### config.mk
export PLATFORM = sky130hd
export DESIGN_NAME = bus_drive_mux_flat
export DESIGN_NICKNAME = d
export VERILOG_FILES = /design/src/rtl/bus_drive_mux_if.sv /design/src/rtl/bus_drive_mux.sv /design/src/flat_wrapper.sv
export SDC_FILE = /design/constraint.sdc
export NUM_CORES = 1
export LEC_CHECK = 0
export CORE_AREA = 2 2 333 335
export DETAILED_ROUTE_END_ITERATION = 10
export DIE_AREA = 0 0 335 337
export GPL_ROUTABILITY_DRIVEN = 0
export HOLD_SLACK_MARGIN = 0.12
export SLEW_MARGIN = 30
export SYNTH_ARGS = -nofsm -noshare
export SYNTH_HDL_FRONTEND = slang
export SYNTH_SLANG_ARGS = --single-unit
### constraint.sdc
create_clock -name clock -period 8.3 [get_ports clock]
set_input_delay 1.66 -clock clock [delete_from_list [all_inputs] [get_ports clock]]
set_output_delay 1.66 -clock clock [all_outputs]
set_load 0.05 [all_outputs]
### src/rtl/bus_drive_mux_if.sv
// Bus-drive multiplexer signal bundle: source enables/data in, registered bus and
// conflict-tracking outputs back to the control unit.
interface bus_drive_mux_if #(
   parameter int WIDTH = 32,
   parameter int NSRC  = 24,
   parameter int CNTW  = 8
);
   localparam int SELW = (NSRC > 1) ? $clog2(NSRC) : 1;

   logic [NSRC*WIDTH-1:0] src_data;
   logic [NSRC-1:0]       src_out;
   logic                  hold;
   logic                  conflict_clr;
   logic [WIDTH-1:0]      bus_out;
   logic [SELW-1:0]       bus_sel;
   logic                  bus_valid;
   logic                  conflict;
   logic                  conflict_sticky;
   logic [CNTW-1:0]       conflict_cnt;

   modport master (
      output src_data, src_out, hold, conflict_clr,
      input  bus_out, bus_sel, bus_valid, conflict, conflict_sticky, conflict_cnt
   );

   modport slave (
      input  src_data, src_out, hold, conflict_clr,
      output bus_out, bus_sel, bus_valid, conflict, conflict_sticky, conflict_cnt
   );
endinterface

### src/rtl/bus_drive_mux.sv
// Registered datapath bus multiplexer: encodes one-hot drive enables, holds the
// last driven value when idle, and flags/counts multi-driver conflicts.
module bus_drive_mux #(
   parameter int WIDTH = 32,
   parameter int NSRC  = 24,
   parameter int CNTW  = 8
) (
   input logic             clock,
   input logic             clear_n,
   bus_drive_mux_if.slave  bif
);
   localparam int SELW = (NSRC > 1) ? $clog2(NSRC) : 1;

   logic [WIDTH-1:0] bus_out_q, bus_out_d;
   logic [SELW-1:0]  bus_sel_q, bus_sel_d;
   logic             bus_valid_q, bus_valid_d;
   logic             conflict_q, conflict_d;
   logic             sticky_q, sticky_d;
   logic [CNTW-1:0]  cnt_q, cnt_d;

   logic             hit;
   logic             multi;
   logic [SELW-1:0]  idx;
   logic [WIDTH-1:0] sel_data;
   logic [NSRC-1:0]  src_less_one;

   // Descending scan so the lowest set index is the last (winning) assignment.
   always_comb begin
      hit      = 1'b0;
      idx      = '0;
      sel_data = '0;
      for (int i = NSRC - 1; i >= 0; i--) begin
         if (bif.src_out[i]) begin
            hit      = 1'b1;
            idx      = SELW'(i);
            sel_data = bif.src_data[i*WIDTH +: WIDTH];
         end
      end
      src_less_one = bif.src_out - NSRC'(1);
      multi        = |(bif.src_out & src_less_one);
   end

   always_comb begin
      bus_out_d   = bus_out_q;
      bus_sel_d   = bus_sel_q;
      bus_valid_d = bus_valid_q;
      if (!bif.hold) begin
         bus_valid_d = hit;
         if (hit) begin
            bus_out_d = sel_data;
            bus_sel_d = idx;
         end
      end

      conflict_d = multi;
      // A conflict arriving together with a clear is kept as the first new event.
      if (bif.conflict_clr) begin
         sticky_d = multi;
         cnt_d    = multi ? CNTW'(1) : '0;
      end else begin
         sticky_d = sticky_q | multi;
         cnt_d    = (multi && (cnt_q != '1)) ? cnt_q + CNTW'(1) : cnt_q;
      end
   end

   always_ff @(posedge clock) begin
      if (!clear_n) begin
         bus_out_q   <= '0;
         bus_sel_q   <= '0;
         bus_valid_q <= 1'b0;
         conflict_q  <= 1'b0;
         sticky_q    <= 1'b0;
         cnt_q       <= '0;
      end else begin
         bus_out_q   <= bus_out_d;
         bus_sel_q   <= bus_sel_d;
         bus_valid_q <= bus_valid_d;
         conflict_q  <= conflict_d;
         sticky_q    <= sticky_d;
         cnt_q       <= cnt_d;
      end
   end

   assign bif.bus_out         = bus_out_q;
   assign bif.bus_sel         = bus_sel_q;
   assign bif.bus_valid       = bus_valid_q;
   assign bif.conflict        = conflict_q;
   assign bif.conflict_sticky = sticky_q;
   assign bif.conflict_cnt    = cnt_q;
endmodule

### src/flat_wrapper.sv
// flat-port wrapper written by rule: the top's interface ports become plain ports
module bus_drive_mux_flat 
#(
   parameter int WIDTH = 32,
   parameter int NSRC  = 24,
   parameter int CNTW  = 8
)
  (clock, clear_n, bif_src_data, bif_src_out, bif_hold, bif_conflict_clr, bif_bus_out, bif_bus_sel, bif_bus_valid, bif_conflict, bif_conflict_sticky, bif_conflict_cnt);
  bus_drive_mux_if #(.WIDTH(WIDTH), .NSRC(NSRC), .CNTW(CNTW)) bif_i ();
  input logic clock;
  input logic clear_n;
  input wire logic [$bits(bif_i.src_data)-1:0] bif_src_data;
  input wire logic [$bits(bif_i.src_out)-1:0] bif_src_out;
  input wire logic [$bits(bif_i.hold)-1:0] bif_hold;
  input wire logic [$bits(bif_i.conflict_clr)-1:0] bif_conflict_clr;
  output wire logic [$bits(bif_i.bus_out)-1:0] bif_bus_out;
  output wire logic [$bits(bif_i.bus_sel)-1:0] bif_bus_sel;
  output wire logic [$bits(bif_i.bus_valid)-1:0] bif_bus_valid;
  output wire logic [$bits(bif_i.conflict)-1:0] bif_conflict;
  output wire logic [$bits(bif_i.conflict_sticky)-1:0] bif_conflict_sticky;
  output wire logic [$bits(bif_i.conflict_cnt)-1:0] bif_conflict_cnt;
  assign bif_i.src_data = bif_src_data;
  assign bif_i.src_out = bif_src_out;
  assign bif_i.hold = bif_hold;
  assign bif_i.conflict_clr = bif_conflict_clr;
  assign bif_bus_out = bif_i.bus_out;
  assign bif_bus_sel = bif_i.bus_sel;
  assign bif_bus_valid = bif_i.bus_valid;
  assign bif_conflict = bif_i.conflict;
  assign bif_conflict_sticky = bif_i.conflict_sticky;
  assign bif_conflict_cnt = bif_i.conflict_cnt;
  bus_drive_mux #(.WIDTH(WIDTH), .NSRC(NSRC), .CNTW(CNTW)) u_core (.clock(clock), .clear_n(clear_n), .bif(bif_i));
endmodule
==> impl_metrics.json, run 1 <==
{
  "antenna_found_initial": 52,
  "syn-instance-count": 1314,
  "worst_ir_drop_vdd_mv": 0.115,
  "hold_depth": 2,
  "synth.most_common_cell": "a221oi_1",
  "reg2reg_from": "u_core.bif.conflict_cnt[0]",
  "wl_um": 109000,
  "htree_levels": 2,
  "synth_top_cell_area_share_pct": 16.0,
  "drive_gt1_share_pct": 5.45,
  "drcViolationCount": 0,
  "cts_hold_buf": 0,
  "hold_viol": 0,
  "critPathMaxStageDelay_ns": 0.86,
  "clk_root_buffer_cell": "clkbuf_16",
  "path_delay_family": "simple AND/OR/NAND/NOR gates",
  "drv_cap": 0,
  "synthTopCellsByArea": "a221oi_1 (16%), dfxtp_1 (11%), nor2b_1 (9.3%)",
  "tns_ns": 0,
  "core_area_um2": 110000,
  "ys_ff_latch": 48,
  "clock_latency_ns": 0.33,
  "crit_type": "in2reg",
  "drt_pass1_iterations": 5,
  "synth.top_cells.by_count": "a221oi_1 (161), clkbuf_1 (151), nor2b_1 (132), o21ai_0 (128), a21oi_1 (81)",
  "grt_usage_pct": 18.2,
  "fmax_mhz": 194,
  "synth_nets": 2111,
  "setup_viol": 0,
  "maxSlewViolCount": 0,
  "report.power.total_mw": 1.55,
  "r2r-end": "u_core.bif.conflict_cnt[1]",
  "ant_nets": 0,
  "start_util_pct": 8.07,
  "grt_max_degree": 73,
  "die_w_um": 335,
  "die_height_um": 337,
  "syn_avg_cell_area_um2": 6.73,
  "reg2reg_setup_slack_ns": 6.45,
  "vias": 15327,
  "grt_overflow": 0,
  "p_leak_nw": 6.16,
  "crit_path_top_delay_cell": "clkdlybuf4s50_1",
  "period_share_pct": 62.0,
  "synth-edff-count": 0,
  "cts.repair.resized": 0,
  "path_cells": "clkdlybuf4s50_1 > or4_1 > nor4_4 > a31oi_1 > or4_4 > nor3_4 > nor3_1 > o211a_1",
  "syn-cell-area_um2": 8840,
  "grt_pass1_vias": 14926,
  "grt_pass1_wl_um": 138000,
  "viasPerCell": 4.39,
  "dieArea_um2": 113000,
  "cts_setup_buffers": 0,
  "drt_iter0_drc": 1390,
  "cp-start-kind": "primary input",
  "p_per_area_nw_per_um2": 81.1,
  "yosysWarnings": 0,
  "slew_headroom_pct": 25.0,
  "rows": 122,
  "clk_pin_slew_ns": 0.08,
  "outcome": "completed",
  "cts_made_buffers": 5,
  "io_pins": 844,
  "hp-class": "reg2reg",
  "tritoncts": "built",
  "rsz0062_at_grt": "no",
  "yosysTopAreaCell": "a221oi_1",
  "arrival_ns": 5.36,
  "finalNetCount": 2852,
  "async_reset_ff_share_pct": 0,
  "tightest_slew_ns": 1.11,
  "clkSinkCount": 48,
  "wire_per_inst_um": 31.3,
  "endpoint_kind": "register",
  "worst-path-max-fanout": 17,
  "hpwl_um": 93100,
  "finalCriticalPeriod_ns": 5.14,
  "clock_path_buffers": 2,
  "crit_buf_inv": 1,
  "area_growth_pct": 117,
  "io_buffers": 843,
  "synth_ff_type": "dfxtp_1",
  "cp.required_ns": 8.52,
  "hp-start": "u_core.bif.bus_valid",
  "reg2reg_depth": 6,
  "seq_area_frac_synth_pct": 10.9,
  "synth.lib_cells_used.distinct": 58,
  "worst_clock_skew_ns": 0.0124,
  "whs_endpoint": "u_core.bif.bus_valid"
}
-- state kept, by name, summed over array words and instances, names as in the netlist --
signal	count
u_core.bif.bus_out	32
u_core.bif.conflict_sticky	1
u_core.bif.conflict	1
u_core.bif.conflict_cnt	8
u_core.bif.bus_valid	1
u_core.bif.bus_sel	5
-- per-stage QoR --
stage          instance area, um^2  hold WS (ns)  setup WS (ns)  instances  utilization [%]
3_5_place_dp                 18900         0.458           2.85       3474             17.3
6_report                     19200         0.464           3.16       3495             17.5
3_3_place_gp                 18900         0.453           2.86       3469             17.2
4_1_cts                      19100         0.470           3.20       3482             17.5
2_1_floorplan                 8840         0.674           4.20       1314                -
5_1_grt                      19100         0.495           2.95       3487             17.5
-- power by group --
group          internal, mW  switching [mW]  total [mW]
Combinational         0.492           0.504       0.996
Clock                 0.175           0.128       0.303
Sequential            0.245          0.0111       0.256
-- metal layers --
| layer | share of wire [%] | vias up | wire length (um) | GRT usage, % |
|---|---|---|---|---|
| met2 | 44 | 1019 | 47700 | 28.5 |
| met3 | 9.6 | 139 | 10500 | 5.29 |
| met5 | 0.23 | - | 254 | 0 |
| li1 | - | 6791 | - | - |
| met1 | 45 | 7338 | 48800 | 24.6 |
| met4 | 2.0 | 40 | 2230 | 3.83 |
-- final cells by class --
type,instances,area [um^2]
multi-input cells,1064,7260
clock inverters,3,68.8
repair buffers,896,8790
diodes,13,32.5
well taps,1426,1780
flip-flops and latches,48,961
fillers,12499,90400
clock buffers,5,125
inverters,40,150
-- kinds of logic (layout without fill, tap and decap cells) --
group / Yosys count / in the layout / share of synthesized area [%]
buffers and inverters: 202 / 944 / 8.69
other: 0 / 13 / 0
DFF: 48 / 48 / 10.9
adders and majority gates: 3 / 3 / 0.368
and+or+nand+nor: 418 / 418 / 26.7
AOI/OAI and AO/OA: 643 / 643 / 53.3
-- worst max-delay path by stage --
stage,endpoint,cells past startpoint,from
4_1_cts,u_core.bif.bus_out[2],9,bif_src_out[23]
5_1_grt,u_core.bif.conflict_cnt[3],8,bif_src_out[2]
3_5_place_dp,u_core.bif.bus_out[2],9,bif_src_out[23]
2_1_floorplan,u_core.bif.conflict_cnt[6],9,bif_src_out[12]
6_report,u_core.bif.conflict_cnt[6],8,bif_src_out[2]
3_3_place_gp,u_core.bif.bus_out[2],9,bif_src_out[23]
-- cells in the final DEF (no fill, tap or decap), drive strengths merged, types with 3 or more instances in the layout --
cell / count
or3: 4
a22o: 10
clkdlybuf4s50: 826
o221ai: 10
diode: 13
nor2b: 132
a21oi: 81
o22ai: 24
nand3: 50
o31a: 33
or2: 6
o31ai: 11
a221o: 54
nor4: 9
a221oi: 161
a211o: 21
o21ai: 129
o41ai: 25
buf: 70
nor3: 43
nor2: 39
a2111oi: 3
nor4b: 22
clkbuf: 5
a211oi: 4
or4: 7
a22oi: 23
inv: 41
o311ai: 4
a31oi: 35
nand3b: 10
dfxtp: 48
nand2: 63
nand2b: 25
-- worst register-to-register path: cells and delay by family, from the launching register on --
kind	cells	cell delay, ns
AOI/OAI and AO/OA	1	0.13
adders and majority gates	1	0.25
DFF	1	0.38
and+or+nand+nor	4	1.03
Power figures use the tool's default switching activity.
==> run 2, diff against run 1 <==
==> constraint.sdc (replaced) <==
create_clock -name clock -period 4.6 [get_ports clock]
set_input_delay 0.92 -clock clock [delete_from_list [all_inputs] [get_ports clock]]
set_output_delay 0.92 -clock clock [all_outputs]
set_load 0.05 [all_outputs]
==> run 2 against run 1 <==
  * Utilization grew 0.35 points
  * Via count up 3.7%
  * Register-to-register slack got worse by 3.7 ns
  * Final cell count increased by 1.2%
  * Critical path depth rose by 1
  * Die area did not move
  * Count of clock-buffer cells in the layout increased by 1
  * Global-route usage rose by 0.29 points
  * Critical path type unchanged
==> impl_metrics.json, run 2 (synthesized netlist as in run 1, its figures left out) <==
{
  "worst-path-max-fanout": 16,
  "cts_hold_buf": 0,
  "final_common_cell": "clkdlybuf4s50_1",
  "cts_setup_buffers": 0,
  "grt_usage_pct": 18.5,
  "io_buffers": 843,
  "dpl_cell_area_um2": 19300,
  "crit_type": "in2reg",
  "report.power.total_mw": 2.74,
  "outcome": "completed",
  "setup_viol": 0,
  "clkSinkCount": 48,
  "antenna_found_initial": 49,
  "area_growth_pct": 121,
  "tritoncts": "built",
  "stdcell_area_um2": 19500,
  "worst_ir_drop_vdd_mv": 0.118,
  "drcViolationCount": 0,
  "clk_root_buffer_cell": "clkbuf_16",
  "vias": 15889,
  "grt_overflow": 0,
  "dieArea_um2": 113000,
  "finalCriticalPeriod_ns": 4.25,
  "final_cell_mix": "clkdlybuf4s50_1 (826), a221oi_1 (161), nor2b_1 (128), o21ai_0 (126), buf_4 (89)",
  "io_pins": 844,
  "endpoint_kind": "register",
  "finalNetCount": 2895,
  "arrival_ns": 4.50,
  "rsz0062_at_grt": "no",
  "hold_ws_ns": 0.463,
  "fill_cells": 12436,
  "clock_latency_ns": 0.32,
  "start_util_pct": 8.07,
  "cts.repair.resized": 0,
  "grt_pass1_vias": 15184,
  "viasPerCell": 4.49,
  "wl_um": 111000,
  "worst_clock_skew_ns": 0.00201,
  "largest_register_ffs": 32,
  "clk_pin_slew_ns": 0.08,
  "grt_pass1_wl_um": 142000,
  "drive_gt1_share_pct": 7.34,
  "maxSlewViolCount": 0,
  "tightest_slew_ns": 1.09,
  "core_area_um2": 110000,
  "hpwl_um": 96600,
  "slew_headroom_pct": 26.2,
  "clock_path_buffers": 2,
  "htree_levels": 2,
  "die_w_um": 335,
  "die_height_um": 337,
  "grt_max_degree": 60,
  "cts_made_buffers": 5,
  "p_per_area_nw_per_um2": 140,
  "drt_pass1_iterations": 6,
  "ant_nets": 0,
  "wire_per_inst_um": 31.5,
  "drv_cap": 0,
  "cp.required_ns": 4.85,
  "cp-start-kind": "primary input",
  "period_share_pct": 92.3,
  "drt_iter0_drc": 1588,
  "hold_viol": 0,
  "rows": 122,
  "fmax_mhz": 235,
  "p_leak_nw": 6.39,
  "hp-class": "reg2reg"
}
run 2: area by class of cell:
type,count,area [um^2],area share [%]
tap,1426,1780,9.13
multi-input combinational,1064,7320,37.5
clock buffer,6,139,0.710
inverter,40,150,0.768
clock inverter,2,13.8,0.0704
timing repair buffer,939,9150,46.8
antenna,11,27.5,0.141
sequential,48,961,4.92
run 2: worst paths after layout:
kind                         startpoint                          to  slack (ns)  cells after the start
max reg2reg  u_core.bif.conflict_cnt[0]  u_core.bif.conflict_cnt[1]        2.75                      6
min reg2reg  u_core.bif.conflict_sticky  u_core.bif.conflict_sticky        0.46                      1
min          u_core.bif.conflict_sticky  u_core.bif.conflict_sticky        0.46                      1
max                     bif_src_out[20]      u_core.bif.bus_out[16]        0.35                      9
run 2: worst max-delay path, stage by stage:
cell and delay [ns]:
clkdlybuf4s50_1 0.56, nand2b_1 0.51, buf_4 0.34, o22ai_1 0.11, o21ai_0 0.57, a31oi_1 0.20, o41ai_2 0.92, a21oi_1 0.13
o21ai_0 0.20
run 2: power by group:
part / switching [mW] / leakage [nW] / internal, mW
Sequential: 0.0175 / 0.396 / 0.442
Clock: 0.223 / 0.0773 / 0.220
Combinational: 0.929 / 5.91 / 0.914
run 2: metrics by stage:
step	util (%)	cells	setup slack [ns]	TNS, ns
floorplan	-	1314	1.24	0
global placement	17.5	3513	-0.310	-0.978
detailed placement	17.7	3517	-0.102	-0.280
CTS	17.8	3525	0.242	0
global route	17.8	3528	0.0956	0
finish	17.8	3536	0.353	0
run 2: metal layers:
layer / wire [um] / global-route usage, % / up-vias / part of all wire (%)
li1: - / - / 6878 / -
met5: 259 / 0 / - / 0.23
met1: 48400 / 24.9 / 7754 / 43
met2: 49700 / 29.5 / 1096 / 45
met4: 1210 / 2.60 / 42 / 1.1
met3: 11900 / 5.83 / 119 / 11
==> run 3, diff against run 2 <==
--- a/config.mk
+++ b/config.mk
@@ -6,6 +6,7 @@
 export NUM_CORES = 1
 export LEC_CHECK = 0
 export CORE_AREA = 2 2 333 335
+export CTS_CLUSTER_DIAMETER = 80
 export DETAILED_ROUTE_END_ITERATION = 10
 export DIE_AREA = 0 0 335 337
 export GPL_ROUTABILITY_DRIVEN = 0
==> results of run 3 <==
Same layout as run 2: the final DEF is identical, and so are final timing and power.
